### config.mk
export PLATFORM = sky130hd
export DESIGN_NAME = z_result_stage
export DESIGN_NICKNAME = d
export VERILOG_FILES = /design/src/rtl/z_result_stage.sv
export SDC_FILE = /design/constraint.sdc
export NUM_CORES = 1
export LEC_CHECK = 0
export ABC_AREA = 1
export CAP_MARGIN = 0
export CELL_PAD_IN_SITES_DETAIL_PLACEMENT = 1
export CELL_PAD_IN_SITES_GLOBAL_PLACEMENT = 1
export CORE_UTILIZATION = 32
export CTS_BUF_LIST = sky130_fd_sc_hd__clkbuf_16
export CTS_CLUSTER_DIAMETER = 40
export DETAILED_ROUTE_END_ITERATION = 16
export PLACE_DENSITY_LB_ADDON = 0.1
export REMOVE_ABC_BUFFERS = 1
export SLEW_MARGIN = 0
export SYNTH_ARGS = -nofsm -noshare
export SYNTH_HDL_FRONTEND = slang
export SYNTH_SLANG_ARGS = --single-unit
### constraint.sdc
create_clock -name clk -period 1.75 [get_ports clk]
set_input_delay 0.175 -clock clk [delete_from_list [all_inputs] [get_ports clk]]
set_output_delay 0.175 -clock clk [all_outputs]
set_load 0.02 [all_outputs]
### src/rtl/z_result_stage.sv
// Z result stage: captures the ALU result into the Z pair, computes flags and drains it as one or two bus beats.
// Optional back-to-back capture on the final beat is enabled by defining ZSTAGE_B2B_EN.
module z_result_stage #(
  parameter int           WIDTH  = 8,
  parameter logic [4:0]   OP_MUL = 5'd14,
  parameter logic [4:0]   OP_DIV = 5'd15
) (
  input  logic             clk,
  input  logic             clr,
  input  logic [WIDTH-1:0] alu_lo,
  input  logic [WIDTH-1:0] alu_hi,
  input  logic [4:0]       op_sel,
  input  logic             alu_valid,
  output logic             in_ready,
  output logic [WIDTH-1:0] bus_out,
  output logic             bus_valid,
  input  logic             bus_ready,
  output logic             bus_is_hi,
  output logic [WIDTH-1:0] z_lo,
  output logic [WIDTH-1:0] z_hi,
  output logic             flag_z,
  output logic             flag_n,
  output logic             flag_c,
  output logic [7:0]       res_count,
  output logic [1:0]       o_dbg_state
);

  typedef enum logic [1:0] {
    S_IDLE    = 2'd0,
    S_SEND_LO = 2'd1,
    S_SEND_HI = 2'd2
  } state_t;

  state_t           r_state;
  logic             r_wide;
  logic [WIDTH-1:0] r_z_lo;
  logic [WIDTH-1:0] r_z_hi;
  logic             r_flag_z;
  logic             r_flag_n;
  logic             r_flag_c;
  logic [7:0]       r_count;
  logic [WIDTH-1:0] r_bus_out;
  logic             r_bus_valid;
  logic             r_bus_is_hi;

  logic w_in_wide;
  logic w_flag_z;
  logic w_flag_n;
  logic w_flag_c;
  logic w_accept;
  logic w_final;
  logic w_lo_to_hi;
  logic w_in_ready;
  logic w_capture;

  // Handshakes: a transfer happens on any rising edge where valid && ready.
  // The producer must hold valid and data stable until that edge; the
  // consumer may raise or drop ready freely. Both sides here obey this.
  assign w_in_wide = (op_sel == OP_MUL) || (op_sel == OP_DIV);
  assign w_flag_z  = w_in_wide ? ({alu_hi, alu_lo} == '0) : (alu_lo == '0);
  assign w_flag_n  = w_in_wide ? alu_hi[WIDTH-1] : alu_lo[WIDTH-1];
  assign w_flag_c  = ((op_sel == 5'd0) || (op_sel == 5'd1)) ? alu_hi[0] : 1'b0;

  assign w_accept   = r_bus_valid && bus_ready;
  assign w_final    = w_accept && ((r_state == S_SEND_HI) || ((r_state == S_SEND_LO) && !r_wide));
  assign w_lo_to_hi = w_accept && (r_state == S_SEND_LO) && r_wide;

`ifdef ZSTAGE_B2B_EN
  // The slot frees up on the very edge the last beat leaves.
  assign w_in_ready = (r_state == S_IDLE) || w_final;
`else
  assign w_in_ready = (r_state == S_IDLE);
`endif

  assign w_capture = alu_valid && w_in_ready;

  always_ff @(posedge clk) begin
    if (clr) begin
      r_state     <= S_IDLE;
      r_wide      <= 1'b0;
      r_z_lo      <= '0;
      r_z_hi      <= '0;
      r_flag_z    <= 1'b0;
      r_flag_n    <= 1'b0;
      r_flag_c    <= 1'b0;
      r_count     <= 8'd0;
      r_bus_out   <= '0;
      r_bus_valid <= 1'b0;
      r_bus_is_hi <= 1'b0;
    end else begin
      if (w_final) begin
        r_state     <= S_IDLE;
        r_bus_valid <= 1'b0;
        r_bus_is_hi <= 1'b0;
        r_count     <= r_count + 8'd1;
      end else if (w_lo_to_hi) begin
        r_state     <= S_SEND_HI;
        r_bus_out   <= r_z_hi;
        r_bus_is_hi <= 1'b1;
      end
      // A capture overrides the completion path so a new result can follow immediately.
      if (w_capture) begin
        r_state     <= S_SEND_LO;
        r_wide      <= w_in_wide;
        r_z_lo      <= alu_lo;
        r_z_hi      <= alu_hi;
        r_flag_z    <= w_flag_z;
        r_flag_n    <= w_flag_n;
        r_flag_c    <= w_flag_c;
        r_bus_out   <= alu_lo;
        r_bus_valid <= 1'b1;
        r_bus_is_hi <= 1'b0;
      end
    end
  end

  assign in_ready    = w_in_ready;
  assign bus_out     = r_bus_out;
  assign bus_valid   = r_bus_valid;
  assign bus_is_hi   = r_bus_is_hi;
  assign z_lo        = r_z_lo;
  assign z_hi        = r_z_hi;
  assign flag_z      = r_flag_z;
  assign flag_n      = r_flag_n;
  assign flag_c      = r_flag_c;
  assign res_count   = r_count;
  assign o_dbg_state = r_state;

endmodule

**Yosys cells after proc, flatten, opt, wreduce, memory -nomap -nowiden**

Index checks and enable logic that the tools add are counted.

- Input bits: 25
- Bits in registers: 39
- Word-level logic and storage cells: 48

- Mux-type cells: 11
- Add/subtract/negate cells: 1
- Equality and inequality tests: 6
- Reduce and logical (&&, ||, !) cells: 19

Operators with widths:

| operator | count |
|---|---|
| $mux 8 | 3 |
| $logic_not 16->1 | 1 |
| $eq 5x4->1 const B | 2 |
| $add 8x1->8 const B | 1 |
| $logic_not 8->1 | 1 |
| $mux 1 | 8 |
| $logic_and 1x1->1 | 6 |
| $eq 5x1->1 const B | 1 |
| $logic_not 5->1 | 1 |
| $reduce_bool 2->1 | 2 |
| $logic_or 1x1->1 | 3 |
| $reduce_bool 3->1 | 1 |
| $reduce_or 3->1 | 1 |
| $eq 2x1->1 const B | 1 |
| $eq 2x2->1 const B | 1 |
| $logic_not 2->1 | 1 |
| $ne 2x1->1 const B | 1 |
| $reduce_and 2->1 | 1 |
| $logic_not 1->1 | 1 |

**Logic depth before layout (Yosys ltp)**

- Depth in word-level cells: 6
- Depth in mapped cells: 8
- Mapped depth without buffers: 7

**Worst setup path after synthesis**

No wires, ideal clock.

- Path type: register to register
- Start point: register bus_is_hi (netlist name)
- End point: register r_count[3] (netlist: res_count[3])
- Period minus slack after synthesis: 1.315 ns
- Arrival time: 1.196 ns
- Stages on the path, launching flop included: 7
- Path buffers: 1
- Data required time: 1.631 ns
- Library setup time: 0.119 ns
- Setup slack: 0.435 ns
- Cells stage by stage: dfxtp_1 nor2_4 nor2_1 nand2_1 buf_4 nor3b_1 nor2_1

RTL lines:

| element | RTL line | source |
|---|---|---|
| end signal, assigned | 95 | `r_count <= r_count + 8'd1;` |
| end, declared | 41 | `logic [7:0] r_count;` |

==> out/qor.csv <==
stage,metric,value,unit
clock_network,Post-CTS Setup Inserts,0,
worst_setup_path,CP endpoint,in_ready,
synth,post-synth top area cell,dfxtp_1,
clock_network,buffer depth of the longest clock path,2,
drt,DR WL/cell,13.3,microns
sta,min Tclk post-route,1580,ps
worst_setup_path,critical path capture point type,primary output,
worst_setup_path,crit-path max FO,5,
final_layout,area delta synth->final,50.1,%
drt,final wirelength,4.82,mm
sta,Tcrit/Tclk final,90.6,%
power,Power Dens Cells,869,nW/um^2
synth,Syn. warnings,0,
sta,final hold vios,0,
final_layout,Nets,321,
global_route,initial antenna violation count,0,
worst_setup_path,Worst setup SP type,flop,
clock_network,CTS sink count,39,
synth,ys async rst share,0,%
drt,post-route ant nets,0,
die,Die Ht,74.3,microns
worst_setup_path,Crit Path Category,flop to primary output,
die,I/O pin cnt,65,
die,# rows,25,
worst_setup_path,Crit path required time,1570,ps
clock_network,CTS buffer count,5,
die,Core Region,4880,sq um
die,Starting Density,34.3,%
clock_network,clk slew on worst S/H paths,60,ps
die,die area,5520,sq um
final_layout,Final Cell Area,2510,sq um
global_route,first-pass GRT wire length,7.94,mm
power,Pleak,0.00101,uW
sta,Final Setup Violations,0,
worst_setup_path,WP data arrival,1410,ps
global_route,largest net degree at the start of global routing,17,
drt,Via density,4.66,
worst_setup_path,CP Launch Point,bus_is_hi,
sta,setup TNS,0,ps
power,VDD IR max,476,uV
sta,setup repair after global routing missed its margin,no,
placement,Placed Area,2380,sq um
worst_setup_path,reg2reg setup slack,420,ps
status,status,"finished, final reports clean",
synth,"Avg Cell Area, Syn",7.34,sq um
drt,drt first pass iters,4,
drt,DRC violation total after the first TritonRoute iteration,55,
clock_network,CTS tree,yes,
final_layout,layout cells sized above 1,7.77,%
sta,Max transition margin,74.7,%
synth,Syn Inst Count,228,
power,Final Power,2180,uW
placement,input/output buffers,63,
sta,Worst Skew,4.60,ps
final_layout,number of diodes,0,
placement,Post-DP HPWL,3.58,mm
sta,f_max,0.631,GHz
synth,sequential element share of the synthesized area,46.6,%
synth,Mapped Area,1670,sq um
sta,Max Slew Vio Count,0,
drt,DRC Markers,0,
synth,main area contributors after synthesis,"dfxtp_1 47%, nand2_1 15%, a21oi_1 7.8%, nand3_1 5.4%, nor2_1 4.3%",
die,Die X,74.3,microns
hold_path,HP Class,flop to flop,
synth,Post-synth EDFFs,0,
worst_setup_path,Reg2Reg Depth,6,
sta,Least-Margin Pin Slew,379,ps
synth,area share of the largest cell type after synthesis,46.6,%
placement,GPL Wtd Cong,0.752,
clock_network,post_cts resized,0,
global_route,Overflow after GRT,0,
synth,top_reg_cell synth,dfxtp_1,
synth,Yosys cell types,25,
global_route,total track usage,19.3,%
worst_setup_path,worst r2r src,bus_is_hi,
clock_network,Root Driver,clkbuf_16,
flow_run,Max Cap Viol,0,
synth,Seq cells post-synth,39,
clock_network,worst skew pair latency,280,ps
worst_setup_path,FF-to-FF End,res_count[0],
clock_network,# hold bufs at CTS,0,
clock_network,number of H-tree levels,2,
drt,total number of vias,1691,
global_route,number of global-route vias before repair,1682,
-- synthesized netlist by cell type, types with 2 or more instances --
master,n
inv_1,17
clkbuf_1,3
a21oi_1,26
nand4_1,4
o22ai_1,3
buf_4,2
nand3_1,18
dfxtp_1,39
buf_2,4
nor2_1,19
nand2_2,3
nand2_1,67
o21ai_0,9
a21oi_2,3
-- per-layer routing --
metal / vias up / global-route usage (%) / wire (microns) / part of all wire (%)
met5: - / 0 / 0 / 0
met4: 0 / 7.76 / 82 / 1.7
met3: 9 / 4.88 / 238 / 4.9
met2: 44 / 33.0 / 2310 / 48
met1: 768 / 23.2 / 2190 / 45
li1: 870 / - / - / -
-- final cells by class --
type | count | area (sq um)
fill | 618 | 2370
clock buffer | 5 | 125
multi-input combinational | 160 | 748
tap | 67 | 83.8
sequential | 39 | 781
clock inverter | 3 | 11.3
inverter | 18 | 72.6
timing repair buffer | 71 | 691
-- logic make-up (layout without fill, tap and decap cells) --
kind of cell             Yosys count  after routing  share of synthesized area [%]
AO/OA/AOI/OAI                     41             41                           13.2
flip-flops                        39             39                           46.6
AND/OR/NAND/NOR                  116            116                           29.7
XOR/XNOR                           2              2                           1.05
buffers and inverters             29             97                           8.67
adder cells (fa/ha/maj)            1              1                          0.747
-- worst max-delay path, cell delays in order, from the launching register on --
cell,delay [ps]
dfxtp_1,360
nor2_4,160
clkdlybuf4s50_1,620
-- power breakdown --
group / internal, uW / total (uW) / switching [uW]
combinational: 172 / 370 / 198
sequential: 932 / 960 / 28.0
clock: 512 / 852 / 340
-- registers in the layout (all words and copies together), names as in the netlist --
| name | cells |
|---|---|
| bus_out | 8 |
| res_count | 8 |
| z_hi | 8 |
| z_lo | 8 |
| bus_is_hi | 1 |
| bus_valid | 1 |
| flag_c | 1 |
| flag_n | 1 |
| flag_z | 1 |
| o_dbg_state | 1 |
| r_wide | 1 |
-- stage by stage --
| stage | utilization (%) | std cells | setup WS (ps) | hold WS [ps] |
|---|---|---|---|---|
| 4_1_cts | 51.5 | 363 | 150 | 466 |
| 3_3_place_gp | 48.7 | 355 | 235 | 453 |
| 6_report | 51.5 | 363 | 165 | 463 |
| 2_1_floorplan | - | 217 | 253 | 237 |
| 3_5_place_dp | 48.7 | 355 | 205 | 457 |
| 5_1_grt | 51.5 | 363 | 104 | 493 |
-- placed cells by master (no fill, tap or decap), types with 2 or more instances in the layout --
cell type | netlist | layout
o21ai_0 | 9 | 9
inv_1 | 17 | 18
nor2_1 | 19 | 19
nand4_1 | 4 | 4
nand2_1 | 67 | 67
clkinv_1 | 0 | 2
dfxtp_1 | 39 | 39
clkbuf_16 | 0 | 5
a21oi_1 | 26 | 26
nand2_2 | 3 | 3
nand3_1 | 18 | 18
buf_4 | 2 | 8
a21oi_2 | 3 | 3
o22ai_1 | 3 | 3
clkdlybuf4s50_1 | 0 | 63
-- how the worst min path moves through the flow --
stage               startpoint         end  slack (ps)  cells after the start
floorplan                  clr  bus_out[4]         240                      1
global placement        flag_c      flag_c         450                      2
detailed placement     z_lo[6]     z_lo[6]         460                      2
CTS                    z_lo[6]     z_lo[6]         470                      2
global route           z_lo[1]     z_lo[1]         490                      2
finish                 z_lo[6]     z_lo[6]         460                      2
Note: power is estimated with default switching activity, not from simulation.
